--- src/rtl/uart_pkg.sv ---
// Shared types and constants for the oversampling UART receiver.
package uart_pkg;

  typedef enum logic [2:0] {
    IDLE,
    START,
    DATA,
    PARITY,
    STOP,
    BRK_WAIT
  } state_e;

  localparam logic [1:0] PAR_NONE = 2'b00;
  localparam logic [1:0] PAR_EVEN = 2'b01;
  localparam logic [1:0] PAR_ODD  = 2'b10;

  // Bit positions inside the 3-bit status word {break, frame_err, parity_err}.
  localparam int ST_PAR = 0;
  localparam int ST_FRM = 1;
  localparam int ST_BRK = 2;
  localparam int ST_W   = 3;

  localparam int OVS = 16;

endpackage

--- src/rtl/uart_rx_fifo.sv ---
// First-word-fall-through FIFO for received characters. A push while full is
// accepted only when a pop happens in the same cycle (the pop is taken first).
module uart_rx_fifo #(
  parameter int WIDTH = 11,
  parameter int DEPTH = 4
) (
  input  logic             clk,
  input  logic             resetn,
  input  logic             push,
  input  logic [WIDTH-1:0] push_data,
  output logic             full,
  input  logic             pop,
  output logic [WIDTH-1:0] pop_data,
  output logic             empty
);

  localparam int AW = $clog2(DEPTH);

  logic [WIDTH-1:0] mem_q [DEPTH];
  logic [AW:0]      wr_ptr_q, rd_ptr_q;
  logic             do_push, do_pop;

  assign empty    = (wr_ptr_q == rd_ptr_q);
  assign full     = (wr_ptr_q[AW] != rd_ptr_q[AW]) &&
                    (wr_ptr_q[AW-1:0] == rd_ptr_q[AW-1:0]);
  assign do_pop   = pop && !empty;
  assign do_push  = push && (!full || do_pop);
  assign pop_data = mem_q[rd_ptr_q[AW-1:0]];

  always_ff @(posedge clk or negedge resetn) begin
    if (!resetn) begin
      wr_ptr_q <= '0;
      rd_ptr_q <= '0;
    end else begin
      if (do_push) wr_ptr_q <= wr_ptr_q + 1'b1;
      if (do_pop)  rd_ptr_q <= rd_ptr_q + 1'b1;
    end
  end

  always_ff @(posedge clk) begin
    if (do_push) mem_q[wr_ptr_q[AW-1:0]] <= push_data;
  end

endmodule

--- src/rtl/uart_rx_os.sv ---
// 16x oversampling UART receiver with majority vote, break/framing/overrun
// reporting and an output FIFO. Parity support is built with UART_RX_OS_PARITY_EN.
module uart_rx_os
  import uart_pkg::*;
#(
  parameter int DIV_NUM    = 25,
  parameter int DIV_DEN    = 1,
  parameter int DATA_BITS  = 8,
  parameter int STOP_BITS  = 1,
  parameter int FIFO_DEPTH = 4
) (
  input  logic                 clk,
  input  logic                 resetn,
  input  logic                 rx,
  input  logic [1:0]           parity_mode,
  output logic [DATA_BITS-1:0] m_data,
  output logic [2:0]           m_status,
  output logic                 m_valid,
  input  logic                 m_ready,
  output logic                 overrun,
  output logic                 busy
);

`ifdef UART_RX_OS_PARITY_EN
  localparam bit PAR_BUILD = 1'b1;
`else
  localparam bit PAR_BUILD = 1'b0;
`endif

  localparam int ACC_W = $clog2(DIV_NUM + OVS * DIV_DEN);
  localparam int ENT_W = DATA_BITS + ST_W;

  logic                 rx_s1_q, rx_s2_q;
  logic [ACC_W-1:0]     acc_q, acc_d;
  logic [31:0]          acc_sum;
  logic                 tick;
  logic [3:0]           os_q, os_d;
  logic [1:0]           vote_q, vote_d;
  state_e               state_q, state_d;
  logic [3:0]           bit_cnt_q, bit_cnt_d;
  logic [DATA_BITS-1:0] shreg_q, shreg_d;
  logic [1:0]           pmode_q, pmode_d;
  logic                 par_bit_q, par_bit_d;
  logic                 par_err_q, par_err_d;
  logic                 frm_err_q, frm_err_d;
  logic                 smp_tick, smp_bit, par_en, start_det;
  logic                 fe_now, brk_now;
  logic [ST_W-1:0]      st_now;
  logic                 push, fifo_full, fifo_empty;
  logic [ENT_W-1:0]     push_data, head;

  function automatic logic maj3(input logic a, input logic b, input logic c);
    return (a & b) | (a & c) | (b & c);
  endfunction

  // The bit decision is taken on the os=9 tick, once all three votes exist.
  assign smp_tick  = tick && (os_q == 4'd9);
  assign smp_bit   = maj3(vote_q[1], vote_q[0], rx_s2_q);
  assign par_en    = PAR_BUILD && ((pmode_q == PAR_EVEN) || (pmode_q == PAR_ODD));
  assign start_det = (state_q == IDLE) && !rx_s2_q;

  assign fe_now  = frm_err_q | ~smp_bit;
  assign brk_now = (shreg_q == '0) && (!par_en || !par_bit_q) && fe_now;

  always_comb begin
    st_now         = '0;
    st_now[ST_BRK] = brk_now;
    st_now[ST_FRM] = fe_now;
    st_now[ST_PAR] = PAR_BUILD ? par_err_q : 1'b0;
  end
  assign push_data = {st_now, shreg_q};

  always_comb begin
    acc_sum = 32'(acc_q) + 32'(OVS * DIV_DEN);
    tick    = (acc_sum >= 32'(DIV_NUM));
    acc_d   = tick ? ACC_W'(acc_sum - 32'(DIV_NUM)) : ACC_W'(acc_sum);
  end

  always_comb begin
    state_d   = state_q;
    os_d      = os_q;
    vote_d    = vote_q;
    bit_cnt_d = bit_cnt_q;
    shreg_d   = shreg_q;
    pmode_d   = pmode_q;
    par_bit_d = par_bit_q;
    par_err_d = par_err_q;
    frm_err_d = frm_err_q;
    push      = 1'b0;
    if (tick) begin
      os_d   = os_q + 4'd1;
      vote_d = {vote_q[0], rx_s2_q};
    end
    case (state_q)
      IDLE: begin
        if (!rx_s2_q) begin
          state_d = START;
          os_d    = '0;
        end
      end
      START: begin
        if (smp_tick) begin
          if (!smp_bit) begin
            state_d   = DATA;
            bit_cnt_d = '0;
            pmode_d   = parity_mode;
            par_bit_d = 1'b0;
            par_err_d = 1'b0;
            frm_err_d = 1'b0;
          end else begin
            state_d = IDLE;
          end
        end
      end
      DATA: begin
        if (smp_tick) begin
          shreg_d   = {smp_bit, shreg_q[DATA_BITS-1:1]};
          bit_cnt_d = bit_cnt_q + 4'd1;
          if (bit_cnt_q == 4'(DATA_BITS - 1)) begin
            bit_cnt_d = '0;
            state_d   = par_en ? PARITY : STOP;
          end
        end
      end
`ifdef UART_RX_OS_PARITY_EN
      PARITY: begin
        if (smp_tick) begin
          par_bit_d = smp_bit;
          par_err_d = (smp_bit ^ (^shreg_q)) != (pmode_q == PAR_ODD);
          state_d   = STOP;
        end
      end
`endif
      STOP: begin
        if (smp_tick) begin
          frm_err_d = fe_now;
          bit_cnt_d = bit_cnt_q + 4'd1;
          if (bit_cnt_q == 4'(STOP_BITS - 1)) begin
            push    = 1'b1;
            state_d = brk_now ? BRK_WAIT : IDLE;
          end
        end
      end
      BRK_WAIT: begin
        if (rx_s2_q) state_d = IDLE;
      end
      default: state_d = IDLE;
    endcase
  end

  always_ff @(posedge clk or negedge resetn) begin
    if (!resetn) begin
      rx_s1_q   <= 1'b1;
      rx_s2_q   <= 1'b1;
      acc_q     <= '0;
      os_q      <= '0;
      vote_q    <= 2'b11;
      state_q   <= IDLE;
      bit_cnt_q <= '0;
      pmode_q   <= PAR_NONE;
      par_bit_q <= 1'b0;
      par_err_q <= 1'b0;
      frm_err_q <= 1'b0;
    end else begin
      rx_s1_q   <= rx;
      rx_s2_q   <= rx_s1_q;
      acc_q     <= start_det ? '0 : acc_d;
      os_q      <= os_d;
      vote_q    <= vote_d;
      state_q   <= state_d;
      bit_cnt_q <= bit_cnt_d;
      pmode_q   <= pmode_d;
      par_bit_q <= par_bit_d;
      par_err_q <= par_err_d;
      frm_err_q <= frm_err_d;
    end
  end

  always_ff @(posedge clk) begin
    shreg_q <= shreg_d;
  end

  uart_rx_fifo #(
    .WIDTH(ENT_W),
    .DEPTH(FIFO_DEPTH)
  ) u_fifo (
    .clk       (clk),
    .resetn    (resetn),
    .push      (push),
    .push_data (push_data),
    .full      (fifo_full),
    .pop       (m_ready),
    .pop_data  (head),
    .empty     (fifo_empty)
  );

  // A full FIFO always has a head, so m_ready alone decides whether it pops.
  assign overrun  = push && fifo_full && !m_ready;
  assign m_valid  = !fifo_empty;
  assign m_data   = fifo_empty ? '0 : head[DATA_BITS-1:0];
  assign m_status = fifo_empty ? '0 : head[ENT_W-1:DATA_BITS];
  assign busy     = (state_q != IDLE);

endmodule

--- config.mk ---
export PLATFORM = sky130hd
export DESIGN_NAME = uart_rx_os
export DESIGN_NICKNAME = d
export VERILOG_FILES = /design/src/rtl/uart_pkg.sv /design/src/rtl/uart_rx_fifo.sv /design/src/rtl/uart_rx_os.sv
export SDC_FILE = /design/constraint.sdc
export NUM_CORES = 1
export LEC_CHECK = 0
export ABC_AREA = 0
export CAP_MARGIN = 25
export CORE_MARGIN = 3
export CORE_UTILIZATION = 45
export DETAILED_ROUTE_END_ITERATION = 8
export PLACE_DENSITY_LB_ADDON = 0.12
export SETUP_SLACK_MARGIN = 0.4
export SLEW_MARGIN = 20
export SYNTH_ARGS = -nofsm -noshare
export SYNTH_HDL_FRONTEND = slang
export SYNTH_SLANG_ARGS = --single-unit
--- constraint.sdc ---
create_clock -name clk -period 3.5 [get_ports clk]
set_input_delay 0.7 -clock clk [delete_from_list [all_inputs] [get_ports clk]]
set_output_delay 0.7 -clock clk [all_outputs]
set_load 0.02 [all_outputs]
==> impl_metrics.py <==
metrics = {
    "floorplanning": {
        "die_height_um": 93.6,
        "die_width_um": 93.6,
        "core-area_um2": 7330,
        "io-pin-count": 20,
        "effective_utilization_at_floorplan_pct": 47.1,
        "dieArea_um2": 8750,
        "core.rowCount": 31,
    },
    "clocking": {
        "holdBufCountCts": 0,
        "cts-htree-levels": 3,
        "cts.root.buffer_cell": "sky130_fd_sc_hd__clkbuf_8",
        "clock_sinks": 76,
        "number_of_buffers_added_by_the_clock_tree_synthesis_step": 9,
        "tritoncts": "built",
        "clock_insertion_delay_worst_skew_ns": 0.34,
        "clock_slew_at_the_register_clock_pins_of_the_worst_setup_and_hold_paths_ns": 0.08,
        "clk_path_buf_depth": 2,
    },
    "logic_synthesis": {
        "yosys-top-cells-area": "sky130_fd_sc_hd__edfxtp_1, sky130_fd_sc_hd__dfrtp_1, sky130_fd_sc_hd__mux4_2, sky130_fd_sc_hd__ha_1, sky130_fd_sc_hd__dfstp_2",
        "synth-seq-cells": 76,
        "avgSynthCellArea_um2": 13.9,
        "synth_edf_count": 48,
        "synth_area_um2": 3450,
        "postSynthNetCount": 267,
        "synthDominantCellAreaShare_pct": 41.8,
        "ys_types": 47,
        "netlist_instances": 248,
        "async_flop_share_pct": 36.8,
        "synth-seq-area-share_pct": 62.2,
        "yosysWarnings": 0,
        "yosys_top_cell_by_area": "sky130_fd_sc_hd__edfxtp_1",
        "ys.flop_type": "sky130_fd_sc_hd__edfxtp_1",
    },
    "finish": {
        "drive_above_1_share_pct": 18.1,
        "antennaDiodeCount": 0,
        "syn_to_final_growth_pct": 16.1,
        "num-fill-cells": 604,
        "layout.nets": 295,
        "finish.instance_area_um2": 4000,
    },
    "sta": {
        "fin_worst_skew_ns": 0.00915,
        "fmax_mhz": 343,
        "tightest_slew_ns": 0.703,
        "timing.slew.headroom_pct": 53.0,
        "final.setup.tns_ns": 0,
        "final_hold_viol_count": 0,
        "post-route-period-util_pct": 83.3,
        "finalSetupViolations": 0,
        "timing.final.max_slew_violations": 0,
        "min_period_ns": 2.92,
        "setup_repair_after_global_routing_missed_its_margin": "no",
    },
    "setup_path": {
        "timing.rr.start": "acc_q[4]$_DFF_PN0_",
        "worst_ep_arrival_time_ns": 2.22,
        "critical-path-max-stage-delay_ns": 0.53,
        "r2r_setup_slk_ns": 0.92,
        "timing.critical_path.buf_inv": 2,
        "critical_path.reg2reg.endpoint": "u_fifo.mem_q[0][2]$_DFFE_PP_",
        "worst_r2r_path_depth": 7,
        "critical-path-slowest-cell": "sky130_fd_sc_hd__clkdlybuf4s50_1",
        "worst_setup_path_end_kind": "output port",
        "crit_chain": "buf_4, mux4_2, and2_1, clkdlybuf4s50_1",
        "critPathMaxFanout": 8,
        "critPathTopFamily": "buffers and inverters",
        "timing.critical_path.from_type": "flop",
        "critPathKind": "flop to output port",
        "required_ns": 2.80,
    },
    "placement": {
        "place.port_buffers": 16,
        "place_hpwl_um": 3830,
        "gpl.final_weighted_congestion": 0.746,
        "placement.cell_area_um2": 3730,
    },
    "outcome": {
        "status": "finished clean",
    },
    "pwr": {
        "vdd_drop_max_uv": 386,
        "cellLeakagePower_nw": 1.50,
        "ratio_of_total_power_to_cell_area_nw_per_um2": 771,
    },
    "drt": {
        "drt_iter0_drc": 65,
        "routed_via_density": 5.16,
        "via_count": 1960,
        "route.detailed.drc": 0,
        "ant_nets": 0,
        "drt-total-wl_um": 5800,
        "drt-wirelength-per-cell_um": 15.3,
        "drt_first_pass_iters": 4,
    },
    "global_route": {
        "first_global_vias": 2018,
        "grt_first_pass_wirelength_um": 10000,
        "pin_count_of_the_biggest_net_entering_global_routing": 29,
        "initial_antenna_violation_count": 0,
        "gr-usage-all-layers_pct": 15.2,
        "grt_overflow_total": 0,
    },
    "min_path": {
        "timing.hold.worst_path_depth": 0,
        "hp-start": "rx_s1_q$_DFF_PN1_",
        "hold_class": "flop to flop",
        "hold-path-endpoint": "rx_s2_q$_DFF_PN1_",
    },
    "flow_run": {
        "cap_violations": 0,
    },
}
-- what timing repair did --
action | in CTS | in global routing
pin swaps | 0 | 0
endpoints found under the setup margin | 11 | 12
setup buffers | 0 | 5
resized for setup | 2 | 2
-- placed cells by master, fill, tap and decap left out, types with 4 or more instances in the layout --
cell and count:
sky130_fd_sc_hd__xor2_1 7, sky130_fd_sc_hd__o21ai_0 10, sky130_fd_sc_hd__clkdlybuf4s50_1 15, sky130_fd_sc_hd__mux4_2 10, sky130_fd_sc_hd__clkbuf_8 10, sky130_fd_sc_hd__nand3_1 9
sky130_fd_sc_hd__xnor2_1 7, sky130_fd_sc_hd__nor2_1 17, sky130_fd_sc_hd__dfstp_2 4, sky130_fd_sc_hd__edfxtp_1 48, sky130_fd_sc_hd__buf_4 10, sky130_fd_sc_hd__ha_1 13
sky130_fd_sc_hd__nand2_1 18, sky130_fd_sc_hd__and2_1 13, sky130_fd_sc_hd__dfrtp_1 23, sky130_fd_sc_hd__inv_1 14
-- worst reg2reg max path, stage by stage (launching register included) --
cell and delay, ns:
sky130_fd_sc_hd__dfrtp_1 0.42, sky130_fd_sc_hd__inv_1 0.11, sky130_fd_sc_hd__ha_1 0.16, sky130_fd_sc_hd__nand3b_1 0.13, sky130_fd_sc_hd__o221ai_4 0.17, sky130_fd_sc_hd__buf_4 0.26, sky130_fd_sc_hd__nor4b_4 0.40, sky130_fd_sc_hd__and2_1 0.57
-- layer usage --
layer	track usage [%]	part of all wire, %
met3	3.14	2.9
met4	7.22	1.2
met5	0	0
met1	19.8	45
met2	24.2	51
-- where the power goes --
part | internal [mW] | switching (mW)
Clock | 0.424 | 0.322
Sequential | 1.08 | 0.119
Combinational | 0.578 | 0.566
Total | 2.08 | 1.01
-- final cells by class --
| type | count | area [µm²] | share of cell area (%) |
|---|---|---|---|
| repair buffers | 26 | 238 | 5.94 |
| clock buffers | 11 | 141 | 3.53 |
| flip-flops and latches | 76 | 2150 | 53.7 |
| well taps | 99 | 124 | 3.09 |
| clock inverters | 5 | 83.8 | 2.09 |
| multi-input cells | 149 | 1220 | 30.4 |
| inverters | 14 | 52.6 | 1.31 |
-- registers in the layout, summed over array words and instances (netlist names) --
register and count:
acc_q 6, bit_cnt_q 4, frm_err_q 1, os_q 4, rx_s1_q 1, rx_s2_q 1, shreg_q 8, state_q 3
u_fifo.mem_q 40, u_fifo.rd_ptr_q 3, u_fifo.wr_ptr_q 3, vote_q 2
-- worst max-delay path by stage --
| stage | cells past startpoint | to | slack, ns | start |
|---|---|---|---|---|
| detailed placement | 4 | overrun | 0.34 | m_ready |
| global route | 4 | m_data[3] | 0.47 | u_fifo.rd_ptr_q[0]$_DFFE_PN0P_ |
| global placement | 4 | overrun | 0.40 | m_ready |
| floorplan | 2 | overrun | 1.04 | m_ready |
| finish | 4 | m_data[5] | 0.58 | u_fifo.rd_ptr_q[0]$_DFFE_PN0P_ |
| CTS | 4 | overrun | 0.40 | m_ready |
-- synth_stat cells (2+ instances only) --
cell,number
sky130_fd_sc_hd__edfxtp_1,48
sky130_fd_sc_hd__dfrtp_1,24
sky130_fd_sc_hd__nand2_1,19
sky130_fd_sc_hd__nor2_1,17
sky130_fd_sc_hd__inv_1,14
sky130_fd_sc_hd__and2_1,13
sky130_fd_sc_hd__ha_1,13
sky130_fd_sc_hd__mux4_2,10
sky130_fd_sc_hd__o21ai_0,10
sky130_fd_sc_hd__nand3_1,9
sky130_fd_sc_hd__xnor2_1,7
sky130_fd_sc_hd__xor2_1,7
sky130_fd_sc_hd__buf_2,4
sky130_fd_sc_hd__clkbuf_1,4
sky130_fd_sc_hd__dfstp_2,4
sky130_fd_sc_hd__mux2_2,3
sky130_fd_sc_hd__nand2b_1,3
sky130_fd_sc_hd__nand3b_1,3
sky130_fd_sc_hd__nor4_1,3
sky130_fd_sc_hd__a211oi_1,2
sky130_fd_sc_hd__a31oi_1,2
sky130_fd_sc_hd__nand4_1,2
sky130_fd_sc_hd__nor3b_1,2
sky130_fd_sc_hd__o211ai_1,2
-- through the flow --
| stage | instances | total power [mW] | setup slack (ns) | utilization, % | hold slack (ns) |
|---|---|---|---|---|---|
| floorplan | 248 | 1.98 | 1.04 | - | 0.345 |
| detailed placement | 359 | 2.33 | 0.345 | 50.9 | 0.349 |
| CTS | 375 | 3.08 | 0.402 | 54.0 | 0.360 |
| global placement | 359 | 2.30 | 0.397 | 50.9 | 0.347 |
| finish | 380 | 3.09 | 0.584 | 54.6 | 0.358 |
| global route | 380 | 3.30 | 0.470 | 54.6 | 0.364 |
-- cell families after synthesis --
kind of cell | share of synthesized area (%)
buffers and inverters | 2.76
DFF | 62.2
xor gates and xnor gates | 4.03
adders and majority gates | 5.01
other | 0.109
muxes | 7.51
and+or+nand+nor | 12.8
AOI/OAI and AO/OA | 5.59
(Power assumes the default switching activity.)
